[src/rtl/mat_mul_seq_pkg.sv]
// Shared definitions for the sequential matrix multiplier: FSM states and
// the row-major, MSB-first element offset helper used to unpack a, b and c.
package mat_pkg;

    typedef enum logic [1:0] {
        IDLE = 2'd0,
        ACC  = 2'd1,
        DONE = 2'd2
    } state_t;

    // LSB position of element [row][col] in a packed matrix whose [0][0] sits in the MSBs.
    function automatic int elem_off(input int row, input int col,
                                    input int rows, input int cols, input int w);
        return ((rows * cols - 1) - (row * cols + col)) * w;
    endfunction

endpackage

[src/rtl/mat_mul_seq_mac_lane.sv]
// One multiply-accumulate lane: extends two W-bit operands to OUT_W and adds
// their product into an OUT_W accumulator, wrapping modulo 2^OUT_W.
module mac_lane #(
    parameter int W      = 15,
    parameter int OUT_W  = 15,
    parameter int SIGNED = 0
) (
    input  logic             clk,
    input  logic             rst,
    input  logic             clr,
    input  logic             en,
    input  logic [W-1:0]     a_op,
    input  logic [W-1:0]     b_op,
    output logic [OUT_W-1:0] acc
);

    logic [OUT_W-1:0] a_ext_s;
    logic [OUT_W-1:0] b_ext_s;
    logic [OUT_W-1:0] prod_s;
    logic [OUT_W-1:0] acc_r;

    if (SIGNED != 0) begin : g_sext
        assign a_ext_s = OUT_W'($signed(a_op));
        assign b_ext_s = OUT_W'($signed(b_op));
    end else begin : g_zext
        assign a_ext_s = OUT_W'(a_op);
        assign b_ext_s = OUT_W'(b_op);
    end

    // Truncated product: only the low OUT_W bits ever matter for a wrapping sum.
    assign prod_s = a_ext_s * b_ext_s;
    assign acc    = acc_r;

    // Accumulator register with clear taking priority over accumulate.
    always_ff @(posedge clk) begin
        if (rst) begin
            acc_r <= {OUT_W{1'b0}};
        end else if (clr) begin
            acc_r <= {OUT_W{1'b0}};
        end else if (en) begin
            acc_r <= acc_r + prod_s;
        end else begin
            acc_r <= acc_r;
        end
    end

endmodule

[src/rtl/mat_mul_seq.sv]
// Sequential matrix multiplier C = A x B using M*N MAC lanes, one k-step per
// cycle, with valid/ready handshakes on both sides and fully registered outputs.
module mat_mul_seq
    import mat_pkg::*;
#(
    parameter int M      = 5,
    parameter int K      = 2,
    parameter int N      = 3,
    parameter int W      = 15,
    parameter int OUT_W  = 15,
    parameter int SIGNED = 0
) (
    input  logic                 clk,
    input  logic                 rst,
    input  logic                 in_valid,
    output logic                 in_ready,
    input  logic [M*K*W-1:0]     a,
    input  logic [K*N*W-1:0]     b,
    output logic                 out_valid,
    input  logic                 out_ready,
    output logic [M*N*OUT_W-1:0] c,
    output logic                 busy
);

    localparam int KW = (K > 1) ? $clog2(K) : 1;

    state_t           state_r;
    state_t           state_nxt_s;
    logic [KW-1:0]    k_r;
    logic [M*K*W-1:0] a_r;
    logic [K*N*W-1:0] b_r;
    logic             in_ready_r;
    logic             out_valid_r;
    logic             busy_r;
    logic             capture_s;
    logic             k_last_s;
    logic             acc_en_s;

    assign capture_s = (state_r == IDLE) && in_valid;
    assign k_last_s  = (k_r == KW'(K - 1));
    assign acc_en_s  = (state_r == ACC);

    assign in_ready  = in_ready_r;
    assign out_valid = out_valid_r;
    assign busy      = busy_r;

    // Next-state decode.
    always_comb begin
        state_nxt_s = state_r;
        case (state_r)
            IDLE: begin
                if (in_valid) state_nxt_s = ACC;
                else          state_nxt_s = IDLE;
            end
            ACC: begin
                if (k_last_s) state_nxt_s = DONE;
                else          state_nxt_s = ACC;
            end
            DONE: begin
                if (out_ready) state_nxt_s = IDLE;
                else           state_nxt_s = DONE;
            end
            default: state_nxt_s = IDLE;
        endcase
    end

    // State, k counter and status flags; flags are decoded from the next state so they are flops.
    always_ff @(posedge clk) begin
        if (rst) begin
            state_r     <= IDLE;
            k_r         <= {KW{1'b0}};
            in_ready_r  <= 1'b1;
            out_valid_r <= 1'b0;
            busy_r      <= 1'b0;
        end else begin
            state_r     <= state_nxt_s;
            in_ready_r  <= (state_nxt_s == IDLE);
            out_valid_r <= (state_nxt_s == DONE);
            busy_r      <= (state_nxt_s == ACC) || (state_nxt_s == DONE);
            if (capture_s) begin
                k_r <= {KW{1'b0}};
            end else if (acc_en_s && !k_last_s) begin
                k_r <= k_r + KW'(1);
            end else begin
                k_r <= k_r;
            end
        end
    end

    // Operand capture; the source is free to change a/b after the accept edge.
    always_ff @(posedge clk) begin
        if (rst) begin
            a_r <= {(M*K*W){1'b0}};
            b_r <= {(K*N*W){1'b0}};
        end else if (capture_s) begin
            a_r <= a;
            b_r <= b;
        end else begin
            a_r <= a_r;
            b_r <= b_r;
        end
    end

    for (genvar i = 0; i < M; i++) begin : g_row
        for (genvar j = 0; j < N; j++) begin : g_col
            logic [W-1:0]     a_op_s;
            logic [W-1:0]     b_op_s;
            logic [OUT_W-1:0] acc_s;

            assign a_op_s = a_r[elem_off(i, int'(k_r), M, K, W) +: W];
            assign b_op_s = b_r[elem_off(int'(k_r), j, K, N, W) +: W];

            mac_lane #(
                .W      (W),
                .OUT_W  (OUT_W),
                .SIGNED (SIGNED)
            ) u_lane (
                .clk  (clk),
                .rst  (rst),
                .clr  (capture_s),
                .en   (acc_en_s),
                .a_op (a_op_s),
                .b_op (b_op_s),
                .acc  (acc_s)
            );

            assign c[elem_off(i, j, M, N, OUT_W) +: OUT_W] = acc_s;
        end
    end

endmodule

[config.mk]
export PLATFORM = sky130hd
export DESIGN_NAME = mat_mul_seq
export DESIGN_NICKNAME = d
export VERILOG_FILES = /design/src/rtl/mat_mul_seq_pkg.sv /design/src/rtl/mat_mul_seq_mac_lane.sv /design/src/rtl/mat_mul_seq.sv
export SDC_FILE = /design/constraint.sdc
export NUM_CORES = 2
export LEC_CHECK = 0
export CORE_UTILIZATION = 40
export DETAILED_ROUTE_END_ITERATION = 10
export PLACE_DENSITY_LB_ADDON = 0.25
export SETUP_SLACK_MARGIN = 0.3
export SYNTH_ARGS = -nofsm -noshare
export SYNTH_HDL_FRONTEND = slang
export SYNTH_SLANG_ARGS = --single-unit
[constraint.sdc]
create_clock -name clk -period 7.5 [get_ports clk]
set_input_delay 0.75 -clock clk [delete_from_list [all_inputs] [get_ports clk]]
set_output_delay 0.75 -clock clk [all_outputs]
set_load 0.005 [all_outputs]
# == Word level (Yosys, flattened, before mapping) ==
# Index checks and enable logic that the tools add are counted.
# word_totals
elab_cells,99
out_inout_bits,228
ff_bits,471
input_bits,244
# classes
mul,24
n_eq_ne,4
n_addsub,30
shift,8
mux,4
n_reduce_logical,7
# ops
operator,n
variable part select 150 x 10 -> 15 bit,4
adder 15 bit,15
multiplier 15 x 15 -> 15 bit,15
variable part select 90 x 32 -> 15 bit,2
variable part select 150 x 11 -> 15 bit,1
variable part select 90 x 10 -> 15 bit,1
multiplier 32 x 5 -> 32 bit (second input constant),2
subtractor 4 x 32 -> 32 bit (first input constant),2
multiplier 5 x 5 -> 10 bit (second input constant),5
adder 32 x 2 -> 32 bit (second input constant),1
multiplier 6 x 5 -> 11 bit (second input constant),1
subtractor 4 x 4 -> 5 bit (first input constant),2
adder 3 x 1 -> 4 bit (first input constant),2
one-hot mux 2 bit (3 select lines),1
subtractor 4 x 5 -> 6 bit (first input constant),1
adder 4 x 1 -> 5 bit (first input constant),1
subtractor 3 x 4 -> 5 bit (first input constant),1
subtractor 4 x 1 -> 5 bit (first input constant),1
subtractor 4 x 3 -> 5 bit (first input constant),1
adder 3 x 2 -> 4 bit (second input constant),1
equality test 2 x 1 -> 1 bit (second input constant),2
equality test 2 bit (second input constant),2
zero test 2 bit,2
2-to-1 mux 2 bit,2
8 further kinds,9

# == Depth between registers and ports, before layout ==
# depth
depth_word,7
depth_mapped,33
ltp_nobuf,25

# == By module ==
# A second synthesis with hierarchy kept.
# hier_totals
hier_cells,8879
hier_area_um2,76748.6
# by_module_without_submodules
mod,area_each_um2,cells_per_inst,n_inst,seq_area_each_um2
mac_lane at g_row[0].g_col[0].u_lane ...,4469.3,512,9,300.3
mat_mul_seq,9955.8,1199,1,4924.7
mac_lane at g_row[3].g_col[0].u_lane ...,4433.0,512,2,300.3
mac_lane at g_row[4].g_col[0].u_lane ...,4415.5,512,2,300.3
mac_lane at g_row[3].g_col[2].u_lane,4438.0,512,1,300.3
mac_lane at g_row[4].g_col[2].u_lane,4434.3,512,1,300.3

# == Worst setup path before layout ==
# OpenSTA, ideal clock, no wires.
# synth_path
path_kind,flip-flop to flip-flop
from,"reg k_r, in the netlist k_last_s"
to,reg g_row[2].g_col[0].u_lane.acc_r[14]
slack_ns,0.678
t_required_ns,7.414
t_arrival_ns,6.737
period_less_slack_ns,6.822
path_buffers,8
path_stages_with_launch,32
setup_time_ns,0.086
path_cell_list,dfxtp_1 buf_6 buf_6 buf_6 buf_4 buf_2 buf_2 buf_2 mux2i_1 clkbuf_1 nor2_1 fa_1 inv_1 fa_1 inv_1 fa_1 inv_1 fa_1 inv_1 fa_1 inv_1 fa_1 inv_1 ha_1 a21oi_1 inv_1 a21oi_1 o21ai_0 a21o_1 a21oi_1 xnor2_1 a211oi_1
# synth_between
elab_chain_cells,6
word_cells_on_any_way,10
classes_between,add/sub: 4; mul: 4; shift: 2
# synth_lines
element,line,rtl
start: declaration,mat_mul_seq.sv:29,logic [KW-1:0] k_r;
start signal: assignment,mat_mul_seq.sv:71,k_r <= {KW{1'b0}};
start signal: assignment,mat_mul_seq.sv:81,k_r <= {KW{1'b0}};
start signal: assignment,mat_mul_seq.sv:83,k_r <= k_r + KW'(1);
multiplier 1 x 2 -> 3 bit or adder 3 x 1 -> 4 bit (tied branches),mat_mul_seq_pkg.sv:14,return ((rows * cols - 1) - (row * cols + col)) * w;
subtractor 4 x 32 -> 32 bit or subtractor 4 x 4 -> 5 bit (tied branches),mat_mul_seq_pkg.sv:14,
multiplier 32 x 5 -> 32 bit or multiplier 5 x 5 -> 10 bit (tied branches),mat_mul_seq_pkg.sv:14,
variable part select 90 x 32 -> 15 bit or variable part select 150 x 10 -> 15 bit (tied branches),"mat_mul_seq.sv:111, mat_mul_seq.sv:110",
multiplier 15 x 15 -> 15 bit *,mat_mul_seq_mac_lane.sv:31,assign prod_s = a_ext_s * b_ext_s;
adder 15 bit *,mat_mul_seq_mac_lane.sv:41,acc_r <= acc_r + prod_s;
end signal: assignment,mat_mul_seq_mac_lane.sv:37,acc_r <= {OUT_W{1'b0}};
end signal: assignment,mat_mul_seq_mac_lane.sv:41,
end signal: assignment,mat_mul_seq_mac_lane.sv:43,acc_r <= acc_r;
end: declaration,mat_mul_seq_mac_lane.sv:20,logic [OUT_W-1:0] acc_r;
# Every way passes the cells marked *; elsewhere a longest branch is shown, timed or not.
# A chain may end at the register's enable or synchronous reset.

# == Worst setup path after layout ==
# layout_path
from,"reg k_r, in the netlist k_last_s"
to,reg g_row[4].g_col[1].u_lane.acc_r[14]
# layout_between
elab_chain_cells,7
word_cells_on_any_way,11
classes_between,add/sub: 5; mul: 4; shift: 2
# layout_lines
element,line,rtl
multiplier 1 x 2 -> 3 bit,mat_mul_seq_pkg.sv:14,
adder 32 x 2 -> 32 bit,mat_mul_seq_pkg.sv:14,
subtractor 4 x 32 -> 32 bit,mat_mul_seq_pkg.sv:14,
multiplier 32 x 5 -> 32 bit,mat_mul_seq_pkg.sv:14,
variable part select 90 x 32 -> 15 bit,mat_mul_seq.sv:111,"assign b_op_s = b_r[elem_off(int'(k_r), j, K, N, W) +: W];"
multiplier 15 x 15 -> 15 bit *,mat_mul_seq_mac_lane.sv:31,
adder 15 bit *,mat_mul_seq_mac_lane.sv:41,
end signal: assignment,mat_mul_seq_mac_lane.sv:37,
end signal: assignment,mat_mul_seq_mac_lane.sv:41,
end signal: assignment,mat_mul_seq_mac_lane.sv:43,
end: declaration,mat_mul_seq_mac_lane.sv:20,
# Marks and branches as above.

==> flow_summary.toml <==
[run_status]
outcome = "finished, final reports clean"

[place]
port_buffers = 471
finalWeightedCongestion = 1.04
detailed_place_hpwl_mm = 245

[synthesis]
synthAdderAreaFrac_pct = 44.4
yosysSeqAreaShare_pct = 12.6
synthTopCellsByArea = "fa_1 (32%), dfxtp_1 (13%), ha_1 (12%)"
synth_nets = 11200
ys_seq_elements = 471
synth.cell_area_um2 = 74800
synthCells = 9060
async_reset_ff_share_pct = 0
synth.distinct_cells = 49
synth_ff_type = "dfxtp_1"
netlist_top_cells_count = "inv_1 (1729), nand2_1 (1595), fa_1 (1200)"
synth_top_family_by_area = "adder cells"
yosysMostFrequentCell = "inv_1"
synthMuxAreaShare_pct = 1.63
synth_top_cell_area_share_pct = 32.1
yosys.area_share.xor_xnor_pct = 7.14
synthSimpleGateAreaFrac_pct = 14.0
synth_edf_count = 0
yosys_warnings = 0
syn_avg_cell_area_um2 = 8.26
yosys.area.top_type = "fa_1"
synth_compound_area_share_pct = 8.83

[floorplan]
placementRows = 158
io_pins = 472
die_height_um = 434
core_um2 = 186000
die_w_um = 434
start_util_pct = 40.3
dieArea_um2 = 189000

[power_and_ir_drop]
combPwrFrac_pct = 41.2
peakVddDrop_mv = 0.179
power_switching_mw = 4.57
p_leak_nw = 40.3
switching_share_pct = 42.3
p_seq_share_pct = 26.8
power.density_nw_per_um2 = 124
p_clk_share_pct = 32.0
internal-power_mw = 6.23

[clock_tree]
cts.clk_slew.worst_paths_ns = 0.07
cts_root_buffer = "clkbuf_16"
cts_inserted_buffers = 66
cts_sinks = 471
tritoncts = "built"
cts_max_level = 3
cts_buffer_depth = 3
clk_latency_ns = 0.73

[timing]
tightest_slew_ns = 1.35
finalCritPeriodShare_pct = 94.4
fmax_mhz = 141
fin_setup_tns_ns = 0
setup_viol_count_final = 0
relSlewSlack_pct = 10.2
finalHoldViolCount = 0
rsz0062_at_grt = "true"
slew_violations = 0
whs_ns = 0.455
post-route-min-period_ns = 7.08
skew_ns = 0.0250

[grt]
grt_pass1_vias = 66700
antenna_found_initial = 12
grt_max_degree = 214
grt_pass1_wl_mm = 459
overflow = 0
grt_usage_pct = 33.8

[worst_setup_path]
crit_buf_inv = 6
crit_cells = 22
slowest_delay_ns = 0.62
worstPathMaxFanout = 56
critPathArrivalTime_ns = 7.71
crit_end = "g_row[4].g_col[1].u_lane.acc[14]$_SDFFE_PP0N_"
critPathSlowestCell = "dfxtp_4"
critPathRequiredTime_ns = 8.13
reg2regPathDepth = 22
end_kind = "flop"
regToRegSetupSlack_ns = 0.42
cp-startpoint = "k_last_s$_SDFFE_PP0P_"
start_kind = "flop"
critPathKind = "flop to flop"
r2r-start = "k_last_s$_SDFFE_PP0P_"
crit_chain = "buf_12 -> buf_4 -> mux2i_1 -> buf_4 -> nor2_1 -> fa_1 -> fa_1 -> inv_1 -> fa_1 -> inv_1 -> fa_1 -> fa_1 -> inv_1 -> fa_1 -> xnor2_1 -> xnor2_1 -> xnor2_1 -> xnor2_1 -> xnor2_1 -> xnor2_2 -> xnor2_1 -> a211oi_1"
path_delay_family = "adder cells"
r2r-end = "g_row[4].g_col[1].u_lane.acc[14]$_SDFFE_PP0N_"

[layout]
area_growth_pct = 16.3
num-fill-cells = 18300
drive_gt1_share_pct = 7.12
finish.utilization_pct = 46.9
final_nets = 11700

[min_path]
hp-class = "flop to flop"

[drt]
drt_iter0_markers = 6943
wl_per_cell_um = 26.2
totalWireLength_mm = 316
vias = 65700
ant_nets = 0
drc = 0
drtPass1Iterations = 7
viasPerCell = 5.44

[run]
cap_violations = 0
==> registers in the layout, indices dropped and copies added (netlist names) <==
| register | cells |
|---|---|
| out_valid | 1 |
| g_row.g_col.u_lane.acc | 225 |
| busy | 1 |
| state_r | 2 |
| b_r | 90 |
| a_r | 150 |
| k_last_s | 1 |
| in_ready | 1 |
==> what timing repair did <==
action | CTS | global route
setup endpoints to repair | 2 | 13
hold buffers | 0 | 0
resized for setup | 4 | 12
setup buffers | 2 | 11
gates cloned | 0 | 0
pin swaps | 0 | 0
==> worst min path at each step <==
stage / depth (start not counted) / endpoint / from / slack [ns]
2_1_floorplan: 2 / a_r[138]$_SDFFE_PP0P_ / a_r[138]$_SDFFE_PP0P_ / 0.43
3_3_place_gp: 2 / a_r[49]$_SDFFE_PP0P_ / a_r[49]$_SDFFE_PP0P_ / 0.44
3_5_place_dp: 2 / a_r[52]$_SDFFE_PP0P_ / a_r[52]$_SDFFE_PP0P_ / 0.45
4_1_cts: 2 / a_r[52]$_SDFFE_PP0P_ / a_r[52]$_SDFFE_PP0P_ / 0.46
5_1_grt: 2 / a_r[85]$_SDFFE_PP0P_ / a_r[85]$_SDFFE_PP0P_ / 0.48
6_report: 2 / a_r[52]$_SDFFE_PP0P_ / a_r[52]$_SDFFE_PP0P_ / 0.46
==> through the flow <==
stage | cell area, um^2 | total power [mW] | setup slack [ns] | cells
floorplan | 74800 | 5.27 | 0.678 | 9060
global placement | 84500 | 7.17 | 0.0687 | 11900
detailed placement | 84500 | 7.21 | 0.0205 | 11900
CTS | 86800 | 10.7 | 0.339 | 12100
global route | 87000 | 11.3 | 0.288 | 12100
finish | 87000 | 10.8 | 0.418 | 12100
==> cell type report <==
cell class | count | area [um^2] | area share, %
Clock buffer | 84 | 1810 | 2.08
Tap cell | 2480 | 3100 | 3.57
Antenna cell | 7 | 17.5 | 0.0201
Multi-Input combinational cell | 6384 | 57300 | 65.9
Clock inverter | 34 | 484 | 0.557
Inverter | 1729 | 6490 | 7.46
Sequential cell | 471 | 9430 | 10.8
Timing Repair Buffer | 888 | 8360 | 9.61
==> worst reg2reg max path, delay by kind of cell (launching register included) <==
kind	cells	cell delay, ns
buffers and inverters	6	1.20
adder cells (fa/ha/maj)	6	3.11
AND/OR/NAND/NOR	1	0.12
XOR/XNOR	7	1.47
flip-flops	1	0.62
multiplexers	1	0.21
AO/OA/AOI/OAI	1	0.24
==> kinds of logic after synthesis <==
kind of cell    after synthesis
fa+ha+maj                  1937
buf+inv                    2205
mux                         108
simple gates               2700
flops                       471
xor+xnor                    587
compound gates             1052
==> cells in the final DEF (no fill, tap or decap), types with 8 or more instances in the layout <==
cell type        netlist  routed
clkbuf_8               0      10
ha_1                 737     737
clkdlybuf4s50_1        0     470
inv_1               1729    1729
nand3_1               24      24
a21oi_2                5       9
o21ba_2               11      11
bufinv_16              0       8
nand2_1             1595    1594
fa_1                1200    1200
xnor3_1               13      13
a21o_1               103      99
buf_4                  5     377
o31ai_1               15      15
dfxtp_1              471     470
mux2_2                47      44
nand2b_1              17      15
xor2_1               109     109
o21bai_1              26      26
a32oi_1              149     149
and2_1                23      22
clkbuf_16              0      66
xnor2_1              462     459
mux2i_4                2      19
nor2_1               966     965
a211o_1               15      15
mux2i_1               45      16
a211oi_1              26      26
clkbuf_1             405       9
mux2i_2               13      25
nor2b_1               67      62
a21oi_1              582     574
buf_12                 2      39
nor2b_2                5       9
o21ai_0               69      69
o21a_1                 8       8
clkinv_2               0       9
a311o_1               15      15
==> power by group through the flow <==
stage	sequential (mW)	clock, mW	combinational, mW
finish	2.89	3.46	4.45
CTS	2.88	3.54	4.32
floorplan	2.79	0	2.48
global route	2.89	3.62	4.77
detailed placement	2.93	0	4.27
global placement	2.93	0	4.24
==> layer usage <==
layer  vias to the layer above  global-route usage (%)  share of wire [%]  wire length [um]
li1                      28500                       -                  -                 -
met1                     32400                    45.5                 41            129000
met2                      3894                    47.3                 40            126000
met3                       909                    9.64                 12             37400
met4                         8                    21.1                7.4             23500
met5                         -                   0.128              0.016                52
No activity file was read; power rests on OpenSTA's default activity.
